## src/rtl/seq_det_pkg.sv

```systemverilog
// seq_det_pkg: shared constants and default parameters for the sequence detector
package seq_det_pkg;
    localparam logic SRC_INT = 1'b0;
    localparam logic SRC_EXT = 1'b1;
    localparam int PAT_W_DEF = 8;
    localparam int STREAM_W_DEF = 16;
    localparam int DIV_W_DEF = 26;
    localparam int CNT_W_DEF = 8;
endpackage

```

## src/rtl/tick_divider.sv

```systemverilog
// tick_divider: free-running wrapping prescaler, ticks when all ones
module tick_divider #(
    parameter int DIV_W = seq_det_pkg::DIV_W_DEF
) (
    input  logic clk,
    input  logic rst_n,
    output logic tick
);
    logic [DIV_W-1:0] cnt;
    always_comb tick = &cnt;
    always_ff @(posedge clk or negedge rst_n)
        if (!rst_n) cnt <= '0;
        else cnt <= cnt + 1'b1;
endmodule

```

## src/rtl/seq_detector_param.sv

```systemverilog
// seq_detector_param: masked serial pattern detector with replay or external bit source
module seq_detector_param #(
    parameter int PAT_W    = seq_det_pkg::PAT_W_DEF,
    parameter int STREAM_W = seq_det_pkg::STREAM_W_DEF,
    parameter int DIV_W    = seq_det_pkg::DIV_W_DEF,
    parameter int CNT_W    = seq_det_pkg::CNT_W_DEF
) (
    input  logic                clk,
    input  logic                rst_n,
    input  logic                src_sel,
    input  logic [STREAM_W-1:0] stream,
    input  logic                ext_bit,
    input  logic                ext_valid,
    input  logic [PAT_W-1:0]    pattern,
    input  logic [PAT_W-1:0]    care_mask,
    input  logic                overlap,
    input  logic                clear_cnt,
    output logic [PAT_W-1:0]    history,
    output logic                detect,
    output logic                detect_pulse,
    output logic [CNT_W-1:0]    match_cnt
);
    import seq_det_pkg::*;
    localparam int IW = $clog2(STREAM_W);
    localparam int FW = $clog2(PAT_W + 1);
    localparam logic [IW-1:0] IDX_LAST = IW'(STREAM_W - 1);
    localparam logic [FW-1:0] FULL = FW'(PAT_W);
    logic tick, step, b, match;
    logic [IW-1:0] idx;
    logic [FW-1:0] fill, fill_nxt;
    logic [PAT_W-1:0] hist_nxt;
    tick_divider #(.DIV_W(DIV_W)) u_div (.clk(clk), .rst_n(rst_n), .tick(tick));
    always_comb begin
        step = (src_sel == SRC_EXT) ? ext_valid : tick;
        b = (src_sel == SRC_EXT) ? ext_bit : stream[idx];
        hist_nxt = {history[PAT_W-2:0], b};
        fill_nxt = (fill == FULL) ? FULL : fill + 1'b1;
        match = step && (fill_nxt == FULL) && (((hist_nxt ^ pattern) & care_mask) == '0);
    end
    // fill counts fresh bits; non-overlap mode empties it so the next match needs PAT_W new bits
    always_ff @(posedge clk or negedge rst_n)
        if (!rst_n) begin
            history <= '0;
            detect <= 1'b0;
            detect_pulse <= 1'b0;
            match_cnt <= '0;
            idx <= '0;
            fill <= '0;
        end else begin
            detect_pulse <= match;
            if (step) begin
                history <= hist_nxt;
                fill <= (match && !overlap) ? '0 : fill_nxt;
                detect <= match;
            end
            if (step && src_sel == SRC_INT) idx <= (idx == IDX_LAST) ? '0 : idx + 1'b1;
            match_cnt <= clear_cnt ? '0 : (match && !(&match_cnt)) ? match_cnt + 1'b1 : match_cnt;
        end
endmodule

```

## config.mk

```make
export PLATFORM = sky130hd
export DESIGN_NAME = seq_detector_param
export DESIGN_NICKNAME = d
export VERILOG_FILES = /design/src/rtl/seq_det_pkg.sv /design/src/rtl/tick_divider.sv /design/src/rtl/seq_detector_param.sv
export SDC_FILE = /design/constraint.sdc
export NUM_CORES = 1
export LEC_CHECK = 0
export CAP_MARGIN = 20
export CORE_UTILIZATION = 45
export CTS_CLUSTER_SIZE = 28
export DETAILED_ROUTE_END_ITERATION = 6
export MAX_ROUTING_LAYER = met4
export PLACE_DENSITY = 0.73
export SLEW_MARGIN = 20
export SYNTH_ARGS = -nofsm -noshare
export SYNTH_HDL_FRONTEND = slang
export SYNTH_HIERARCHICAL = 1
export SYNTH_SLANG_ARGS = --single-unit
```

## constraint.sdc

```tcl
create_clock -name clk -period 4.16 [get_ports clk]
set_clock_uncertainty 0.2 [all_clocks]
set_input_delay 0.416 -clock clk [delete_from_list [all_inputs] [get_ports clk]]
set_output_delay 0.416 -clock clk [all_outputs]
set_load 0.05 [all_outputs]
```

After elaboration in Yosys (flattened, before gate mapping). Index checks and enable logic that the tools add are counted.

Logic and storage cells: 38. Flip-flop bits (word level): 52.

Reduce and logical (&&, ||, !) cells: 11. Order comparisons: 1. Bitwise logic cells: 3. Equality and inequality tests: 3. Add/sub/neg operators: 4. Muxes and demuxes: 9.

Operators with widths (number): $add A26 B1 Y26 const B (1); $reduce_and A26 Y1 (1); $mux W8 (2); $eq A4 B4 Y1 const B (3); $mux W4 (3); $add A4 B1 Y4 const B (2); $add A8 B1 Y8 const B (1); $and A8 B8 Y8 (1); $logic_not A8 Y1 (1); $reduce_and A8 Y1 (1); $xor A8 B8 Y8 (1); $logic_and A1 B1 Y1 (5); $lt A4 B5 Y1 const B (1); $bmux W1 S4 (1); $mux W1 (3); $logic_not A1 Y1 (2); $reduce_bool A2 Y1 (1); $not A1 Y1 (1).

Logic depth before layout (Yosys ltp). Gate-level depths: netlist (run 1).

Word-level depth: 10. Gate-level depth with buffers: 11. Mapped depth without buffers: 10.

Modules after synthesis. The synthesis (run 1) kept the hierarchy.

By module, submodules not included: seq_detector_param (instances 1, seq. area each 650.6 um^2, area each 1682.9 um^2, cells an instance 155); tick_divider (instances 1, seq. area each 650.6 um^2, area each 1196.1 um^2, cells an instance 100).

Worst setup path before layout (run 1). Ideal clock, no wire load.

Kind: register -> register. Start: register u_div.cnt[8]. End: register match_cnt[0]. Path slack: 0.660 ns. Arrival time: 3.172 ns. Cell stages (with the launch flop): 12. Buffers on the path: 1. Data required time: 3.832 ns. Cell sequence: dfrtp_1 -> nand3_2 -> or4_1 -> buf_6 -> nor3_2 -> and4_1 -> nor2b_2 -> a21oi_2 -> a2111oi_2 -> nand3_1 -> nor4b_4 -> mux2_1.

Word-level cells in the longest chain between the ends: 6.

RTL lines: from (decl) (line tick_divider.sv:9) `logic [DIV_W-1:0] cnt;`; from (signal assigned) (line tick_divider.sv:13) `else cnt <= cnt + 1'b1;`; $reduce_and A26 Y1 (line tick_divider.sv:10) `always_comb tick = &cnt;`; net tick (line seq_detector_param.sv:28) `logic tick, step, b, match;`; $mux W1 (line seq_detector_param.sv:34) `step = (src_sel == SRC_EXT) ? ext_valid : tick;`; $logic_and A1 B1 Y1 (2 in series) (line seq_detector_param.sv:38) `match = step && (fill_nxt == FULL) && (((hist_nxt ^ pattern) & care_mask) == '0);`; $logic_and A1 B1 Y1 (line seq_detector_param.sv:57) `match_cnt <= clear_cnt ? '0 : (match && !(&match_cnt)) ? match_cnt + 1'b1 : match_cnt;`; $reduce_bool A2 Y1 (no line); to (signal assigned) (line seq_detector_param.sv:57); to (decl) (line seq_detector_param.sv:21) `output logic [CNT_W-1:0] match_cnt`.

The timed path passes the listed nets, and every way through them passes these cells. A chain may end at the register's enable or synchronous reset.

Worst setup path in the final report (run 1).
Start: register u_div.cnt[8]. End: register match_cnt[3].

The elaborated chain is that of the path after synthesis.

==> reports/metrics.cfg, run 1 <==
[synthesis]
yosysSeqAreaShare_pct=45.2
avgSynthCellArea_um2=11.3
yosys_warnings=6
syn_area_mm2=0.00288
synth_seq_cells=52
synth_edf_count=0
syn-num-nets=299
synth_top_flop_cell=dfrtp_1
synth_cells=255
async_reset_ff_share_pct=100
synth_cell_types=53

[layout]
layout-drive-gt1-share_pct=13.9
fin_cells=391
finalInstanceArea_mm2=0.00362
fin_util_pct=59.7
area_delta_synth_final_pct=25.6
insertedDiodeCount=0
nets=359

[floorplan]
ios=57
fp.coreArea_mm2=0.00606
initial_core_util_pct=47.5
die_w_um=82.0
core.rowCount=28
die_area_mm2=0.00672
fp.dieH_um=82.0

[clock_network]
cts_sinks=52
clock_latency_ns=0.31
cts_made_buffers=5
path_clk_slew_ns=0.10
htreeDepth=2
cts_max_path_buffers=2
clockRootBuffer=clkbuf_8
cts_tree=yes

[setup_path]
crit_buf_inv=0
cp-start-kind=flop
slowest_stage=or4_1
path_cells=nand3_2 -> or4_1 -> nor3_2 -> and4_1 -> nor2b_2 -> a21oi_2 -> a2111oi_2 -> nand3_2 -> nor4_1 -> mux2_1
critPathMaxStageDelay_ns=0.58
crit_top_cell=nand3_2
worst_setup_path_end_kind=flop
cp_top_family=simple AND/OR/NAND/NOR gates
crit_fanout=17
crit_required_ns=4.16
crit_arrival_ns=3.81
path_class=flop to flop

[grt]
grt_pass1_wl_mm=9.28
antenna_found_initial=0
grt.overflow.total=0
grt_pass1_vias=2098
grt_max_degree=33
grtUsageTotal_pct=18.9

[sta]
finalHoldViolCount=0
totalNegativeSetupSlack_ns=0
tightest_slew_ns=0.791
fin_crit_sh_pct=91.5
relSlewSlack_pct=47.2
hold_slack_ns=0.264
final-setup-viol-count=0
maxSlewViolCount=0
clock.fmax_mhz=263
fin_crit_ns=3.80
rsz0062_at_grt=no

[placed_design]
post_dp_cell_area_mm2=0.00349
gp_congestion=0.755
dpl.cell_count=382
dp_hpwl_mm=4.29
portBuffers=56

[routing]
wl_mm=5.69
antenna_left=0
top_layer=met4
drtIter0Drc=73
drtPass1Iterations=4
wl_met2_mm=2.76
avgRoutedWirePerCell_um=14.5
drt-vias-per-instance=5.34
wl_met1_mm=2.64
drc=0
met3_length_um=211
num_vias=2088

[pwr]
p_leak_nw=1.57
peakVddDrop_mv=0.309
p_per_area_mw_per_mm2=367

[status]
status=finished, final reports clean

[min_path]
hold_class=flop to flop

[run]
max-cap-violations=0

[registers in the layout, summed over array words and instances, names as in the netlist]
signal	count
fill	4
u_div/cnt	26
detect	1
match_cnt	8
history	8
detect_pulse	1
idx	4
[where the power goes]
part	total [W]	switching (W)	internal [W]	leakage [nW]
Clock	0.000346	0.000168	0.000178	0.0541
Combinational	0.000370	0.000206	0.000164	0.823
Sequential	0.000611	0.0000594	0.000552	0.692
[through the flow]
stage / power (W) / worst slack, ns
3_5_place_dp: 0.000995 / 0.221
3_3_place_gp: 0.000986 / 0.415
2_1_floorplan: 0.000843 / 0.660
5_1_grt: 0.00140 / 0.0596
6_report: 0.00133 / 0.355
4_1_cts: 0.00134 / 0.211
[repair_timing]
| item | in CTS | in global routing |
|---|---|---|
| gates resized for setup | 0 | 1 |
| hold buffers | 1 | 0 |
| endpoints found under the hold margin | 20 | 0 |
| setup buffers | 0 | 0 |
| endpoints found under the setup margin | 0 | 7 |
[metal layers]
layer  vias up  track usage (%)
met5         -                -
met2        38             30.9
met3         8             3.00
met1      1005             23.8
met4         0             6.32
li1       1037                -
[final timing paths]
check | start | endpoint | slack, ns | cells past startpoint
max in group asynchronous | rst_n | u_div/cnt[13] | 2.58 | 3
worst max register to register | u_div/cnt[8] | match_cnt[3] | 0.36 | 10
min in group asynchronous | rst_n | match_cnt[2] | 0.39 | 2
worst max-delay path | u_div/cnt[8] | match_cnt[3] | 0.36 | 10
worst min-delay path | u_div/cnt[25] | u_div/cnt[25] | 0.26 | 1
worst min register to register | u_div/cnt[25] | u_div/cnt[25] | 0.26 | 1
[layout by cell type, fill, tap and decap left out, types with 6 or more instances in the layout]
cell / instances
nor4_1: 7
nand3_1: 14
and3_1: 6
mux2_1: 7
mux2_2: 9
nand2_1: 20
xnor2_1: 13
xor2_1: 20
nand4_1: 9
dfrtp_1: 52
nor2_1: 11
clkdlybuf4s50_1: 55
nor2b_1: 10
[cell families after synthesis]
logic type | Yosys count | share of synthesized area [%]
adder cells (fa/ha/maj) | 5 | 2.17
flip-flops | 52 | 45.2
multiplexers | 24 | 10.1
AO/OA/AOI/OAI | 22 | 6.17
buffers and inverters | 13 | 3.00
XOR/XNOR | 33 | 10.0
AND/OR/NAND/NOR | 106 | 23.3
[synthesized netlist by cell type (2+ instances only)]
master	instances	area (um^2)
and3_1	6	37.5
nor3_1	4	20.0
mux2_2	9	101
nand2b_1	5	31.3
nand2_1	20	75.1
nand4_1	9	56.3
a22o_1	2	17.5
nor2b_1	10	62.6
o21ai_0	4	20.0
nor4_4	3	63.8
clkbuf_1	3	11.3
nor4_1	7	43.8
xnor2_1	13	114
and4_1	2	17.5
ha_1	5	62.6
nor4_2	3	37.5
nand3_1	15	75.1
mux2_1	7	78.8
a21oi_1	3	15.0
mux4_2	2	45.0
nor2_1	11	41.3
buf_6	3	33.8
xor2_1	20	175
inv_1	5	18.8
dfrtp_1	52	1300
mux2i_1	5	50.1
[area by class of cell]
cell class | count | area (um^2)
clock buffers | 5 | 68.8
clock inverters | 3 | 42.5
fillers | 529 | 2440
inverters | 5 | 18.8
multi-input cells | 190 | 1500
flip-flops and latches | 52 | 1300
well taps | 75 | 93.8
repair buffers | 61 | 596
Note: power is estimated with default switching activity, not from simulation.
==> run 2, diff against run 1 <==
--- a/config.mk
+++ b/config.mk
@@ -6,11 +6,12 @@
 export NUM_CORES = 1
 export LEC_CHECK = 0
 export CAP_MARGIN = 20
-export CORE_UTILIZATION = 45
+export CORE_UTILIZATION = 52
 export CTS_CLUSTER_SIZE = 28
 export DETAILED_ROUTE_END_ITERATION = 6
 export MAX_ROUTING_LAYER = met4
-export PLACE_DENSITY = 0.73
+export PLACE_DENSITY = 0.82
+export SETUP_SLACK_MARGIN = 0.02
 export SLEW_MARGIN = 20
 export SYNTH_ARGS = -nofsm -noshare
 export SYNTH_HDL_FRONTEND = slang
==> run 2 against run 1 <==
Effect of this change:
- die area is 13% lower
- combinational power is essentially flat
- total power shrank 4.4%
- worst setup slack worse by 0.043 ns
- non-clock buffer count unchanged
- worst hold slack improved by 0.013 ns
- fmax fell by 1.1%
- first-iteration DRC count increased by 21%
- routed wire length is 0.28% lower
- global-route usage up 2.1 points
==> reports/metrics.cfg, run 2 (same netlist as run 1, synthesis figures left out) <==
[layout]
multi_input_area_mm2=0.00150  ; unchanged
fin_util_pct=69.0  ; +9.3 points
top_regs=u_div/cnt: 26 flops, history: 8 flops, match_cnt: 8 flops
final_cell_mix=clkdlybuf4s50_1 (55), dfrtp_1 (52), xor2_1 (20), nand2_1 (20), nand3_1 (14)
area_delta_synth_final_pct=24.8
top_register=u_div/cnt
largest_reg_flops=26  ; unchanged
nFillCells=389  ; -26%
final_common_cell=clkdlybuf4s50_1
layout-drive-gt1-share_pct=13.9  ; unchanged
seq_area_mm2=0.00130  ; unchanged
nets=359  ; unchanged
finalInstanceArea_mm2=0.00359  ; -0.69%
insertedDiodeCount=0  ; unchanged

[floorplan]
initial_core_util_pct=55.3  ; +7.8 points
core.rowCount=26  ; -7.1%
fp.dieH_um=76.4  ; -6.8%
ios=57  ; unchanged
die_area_mm2=0.00584  ; -13%
fp.coreArea_mm2=0.00520  ; -14%
die_w_um=76.4  ; -6.8%

[grt]
grt.overflow.total=0  ; unchanged
antenna_found_initial=0  ; unchanged
grt_max_degree=38  ; +15%
grtUsageTotal_pct=21.0  ; +2.1 points
grt_pass1_vias=2108  ; +0.48%
grt_pass1_wl_mm=9.63  ; +3.7%

[pwr]
p_leak_nw=1.57  ; -0.20%
p_per_area_mw_per_mm2=353  ; -3.8%
p_sw_w=0.000420  ; -3.2%
peakVddDrop_mv=0.301  ; -2.6%
combinationalPowerShare_pct=29.0  ; +1.1 points
seqPwrFrac_pct=48.2  ; +2.1 points
intPower_w=0.000849  ; -5.1%
switching_share_pct=33.1  ; +0.43 points
pwr-share-clk_pct=22.8  ; -3.3 points

[run]
max-cap-violations=0  ; unchanged

[clock_network]
clock_latency_ns=0.30  ; about the same
cts_tree=yes
cts_max_path_buffers=2  ; unchanged
cts_made_buffers=5  ; unchanged
cts_sinks=52  ; unchanged
cts_setup_buffers=0  ; unchanged
htreeDepth=2  ; unchanged
clockRootBuffer=clkbuf_8
path_clk_slew_ns=0.10  ; about the same

[routing]
wl_mm=5.67  ; -0.28%
avgRoutedWirePerCell_um=14.7  ; +1.0%
drtPass1Iterations=4  ; unchanged
num_vias=2132  ; +2.1%
antenna_left=0  ; unchanged
drt-vias-per-instance=5.52  ; +3.4%
drc=0  ; unchanged
drtIter0Drc=88  ; +21%

[setup_path]
slowest_stage=or4_1
path_cells=nand3_2 -> or4_1 -> nor3_2 -> and4_1 -> nor2b_2 -> a21oi_2 -> a2111oi_2 -> nand3_2 -> nor4_1 -> mux2_1
path_class=flop to flop
rr_startpoint=u_div/cnt[8]
crit_required_ns=4.16  ; about the same
crit_buf_inv=0  ; unchanged
worst_setup_path_end_kind=flop
cp_top_family=simple AND/OR/NAND/NOR gates
cp-startpoint=u_div/cnt[8]
crit_top_cell=nand3_2
critPathMaxStageDelay_ns=0.57  ; about the same
crit_fanout=17  ; unchanged
crit_arrival_ns=3.84  ; +0.03 ns
cp-start-kind=flop

[sta]
tightest_slew_ns=0.806  ; +0.0143 ns
maxSlewViolCount=0  ; unchanged
finalHoldViolCount=0  ; unchanged
fin_crit_sh_pct=92.5  ; +1.0 points
fin_crit_ns=3.85  ; +0.0435 ns
hold_slack_ns=0.277  ; +0.0133 ns
final-setup-viol-count=0  ; unchanged
clock.fmax_mhz=260  ; -1.1%
totalNegativeSetupSlack_ns=0  ; unchanged
rsz0062_at_grt=no
relSlewSlack_pct=46.3  ; -0.95 points

[status]
status=finished, final reports clean

[placed_design]
gp_congestion=0.835  ; +11%
dp_hpwl_mm=4.24  ; -1.1%
portBuffers=56  ; unchanged
post_dp_cell_area_mm2=0.00348  ; -0.18%

[min_path]
holdCritStartpoint=u_div/cnt[12]
hold_class=flop to flop

## run 2: worst paths after layout
path / slack (ns) / cells after the start / endpoint
setup / recovery: 0.31 / 10 / match_cnt[7]
hold / removal: 0.28 / 1 / u_div/cnt[12]
setup reg to reg: 0.31 / 10 / match_cnt[7]
hold reg to reg: 0.28 / 1 / u_div/cnt[12]
max in group asynchronous: 2.65 / 3 / u_div/cnt[10]
min in group asynchronous: 0.34 / 2 / match_cnt[2]
## run 2: cell type report
type                    count  area share [%]
inverters                   5           0.522
clock inverters             2           0.279
flip-flops and latches     52            36.2
well taps                  70            2.44
repair buffers             61            16.6
clock buffers               6            2.30
multi-input cells         190            41.7
## run 2: stage by stage
| stage | setup slack (ns) | power (W) | cells |
|---|---|---|---|
| 2_1_floorplan | 0.660 | 0.000843 | 255 |
| 3_3_place_gp | 0.442 | 0.000979 | 377 |
| 3_5_place_dp | 0.263 | 0.000990 | 377 |
| 4_1_cts | 0.242 | 0.00128 | 386 |
| 5_1_grt | 0.0705 | 0.00134 | 386 |
| 6_report | 0.312 | 0.00127 | 386 |
## run 2: timing repair
action / 4_1_cts / 5_1_grt
gates resized for setup: 0 / 1
setup endpoints to repair: 0 / 6
hold endpoints to repair: 15 / 0
hold buffers: 1 / 0
## run 2: per-layer routing
metal  vias to the layer above  global-route usage (%)  wire (um)
met5                         -                       -          0
met4                         0                    4.42         39
met3                         5                    4.91        234
met2                        41                    35.7       2840
met1                      1042                    25.5       2560
li1                       1044                       -          -
## run 2: power groups by stage
stage | Clock [W] | Combinational (W) | Sequential [W]
floorplan | 0 | 0.000129 | 0.000714
global placement | 0 | 0.000361 | 0.000618
detailed placement | 0 | 0.000368 | 0.000621
CTS | 0.000298 | 0.000370 | 0.000611
global route | 0.000318 | 0.000396 | 0.000621
finish | 0.000290 | 0.000368 | 0.000611
==> run 3, diff against run 2 <==
--- a/config.mk
+++ b/config.mk
@@ -12,6 +12,7 @@
 export MAX_ROUTING_LAYER = met4
 export PLACE_DENSITY = 0.82
 export SETUP_SLACK_MARGIN = 0.02
+export SKIP_LAST_GASP = 1
 export SLEW_MARGIN = 20
 export SYNTH_ARGS = -nofsm -noshare
 export SYNTH_HDL_FRONTEND = slang
==> results of run 3 <==
The final DEF is identical to that of run 2; final timing and power are the same.
==> RTL change (config.mk and constraints of run 1) <==
`PAT_W_DEF`: 8 -> 16.
--- a/src/rtl/seq_det_pkg.sv
+++ b/src/rtl/seq_det_pkg.sv
@@ -3,5 +3,5 @@
     localparam logic SRC_INT = 1'b0;
     localparam logic SRC_EXT = 1'b1;
-    localparam int PAT_W_DEF = 8;
+    localparam int PAT_W_DEF = 16;
     localparam int STREAM_W_DEF = 16;
     localparam int DIV_W_DEF = 26;
Ports: changed (resized care_mask, history and pattern); port bits go from 57 to 81. No check against the original RTL was run, so the function may have changed too.
==> RTL change against run 1 <==
Sequential power is 27% higher; cell count rose by 24%; routed wire length grew 24%; core utilization rose by 3.9 points; area after synthesis rose by 13%; setup slack lost 0.14 ns; sequential cell count increased by 9; design area rose by 21%; total power is 50% higher.
==> RTL change: results (changes against run 1) <==
Worst hold path startpoint: u_div/cnt[25]$_DFF_PN0_ (unchanged)
Leakage: 1.87 nW (was 1.57 nW)
Via count: 2546 (was 2088)
Worst VDD drop: 0.275 mV (was 0.309 mV)
Sequential share of power: 39.1% (was 46.1%)
Top cells by area, synth: dfrtp_1 (47%), xor2_1 (7.3%), mux2_2 (5.9%), xnor2_1 (4.3%), nand3_1 (2.8%) (was dfrtp_1 (45%), xor2_1 (6.1%), xnor2_1 (4.0%), mux2_2 (3.5%), mux2_1 (2.7%))
CP max stage cell: or4_4 (was or4_1)
GR Layer Usage met3: 7.71% (was 3.00%)
Avg Vias per Cell: 5.26 (was 5.34)
Antenna cell count: 0 (unchanged)
DR WL met3: 438 µm (was 211 µm)
Largest net degree at the start of global routing: 34 (was 33)
Final core occ: 63.6% (was 59.7%)
Wirelength, routed: 7.08 mm (was 5.69 mm)
# fillers: 560 (was 529)
Global-route wire length before repair: 11.6 mm (was 9.28 mm)
Detail Placement HPWL: 5.24 mm (was 4.29 mm)
DRT iter0 DRCs: 101 (was 73)
Post-place instance area: 4130 µm² (was 3490 µm²)
CP Max Fanout: 8 (was 17)
WP data arrival: 4.02 ns (was 3.81 ns)
Met2 Resource Use GR: 34.3% (was 30.9%)
R2R depth: 11 (was 10)
Critical Path Max Stage Delay: 0.61 ns (was 0.58 ns)
Pwr dens: 454 nW/µm² (was 367 nW/µm²)
Proportion of layout cells with a drive suffix above 1: 14.7% (was 13.9%)
Nets@finish: 443 (was 359)
Top cells by count, synth: dfrtp_1 (61), xor2_1 (27), nand2_1 (23), nand3_1 (18), mux2_2 (17) (was dfrtp_1 (52), nand2_1 (20), xor2_1 (20), nand3_1 (15), xnor2_1 (13))
Hold_ws: 0.274 ns (was 0.264 ns)
Sequential element share of the synthesized area: 47.1% (was 45.2%)
# H-tree levels: 3 (was 2)
Dpl ws: 0.216 ns (was 0.221 ns)
Met1 WL: 2.97 mm (was 2.64 mm)
Comb pwr: 650 µW (was 370 µW)
Synth Instances: 294 (was 255)
GPL Wtd Cong: 0.765 (was 0.755)
Largest regs: u_div/cnt (26), history (16), match_cnt (8) (was u_div/cnt (26), history (8), match_cnt (8))
Count of input and output buffers: 80 (was 56)
Synth unique cells: 51 (was 53)
Status: completed (unchanged)
Net Sw Power: 694 µW (was 434 µW)
Tot GR Track Use: 21.1% (was 18.9%)
Met2 routed WL: 3.62 mm (was 2.76 mm)
# placed instances: 465 (was 382)
CTS clock-pin slew for the worst setup and hold paths: 0.07 ns (was 0.10 ns)
Syn_nets: 354 (was 299)
Fmax: 0.254 GHz (was 0.263 GHz)
Cts bufs inserted: 9 (was 5)
Setup Buffers After CTS: 0 (unchanged)
RTL change: logic make-up (layout without fill, tap and decap cells):
family | Yosys count | in the layout | synth area share, %
compound gates | 39 | 39 | 8.69
fa+ha+maj | 5 | 5 | 1.93
flops | 61 | 61 | 47.1
mux | 25 | 25 | 8.92
buf+inv | 20 | 114 | 3.09
simple gates | 101 | 101 | 18.6
xor+xnor | 43 | 43 | 11.6
RTL change: layout make-up:
class,count,area share [%]
Multi-Input combinational cell,213,37.2
Sequential cell,61,34.9
Timing Repair Buffer,88,19.6
Clock buffer,11,3.01
Tap cell,96,2.75
Clock inverter,5,1.72
Inverter,10,0.859
RTL change: final timing paths:
path                                            end
min in group asynchronous   history[14]$_DFFE_PN0P_
max in group asynchronous       fill[3]$_DFFE_PN0P_
min                         u_div/cnt[25]$_DFF_PN0_
min reg2reg                 u_div/cnt[25]$_DFF_PN0_
max reg2reg                match_cnt[5]$_DFFE_PN0P_
max                        match_cnt[5]$_DFFE_PN0P_
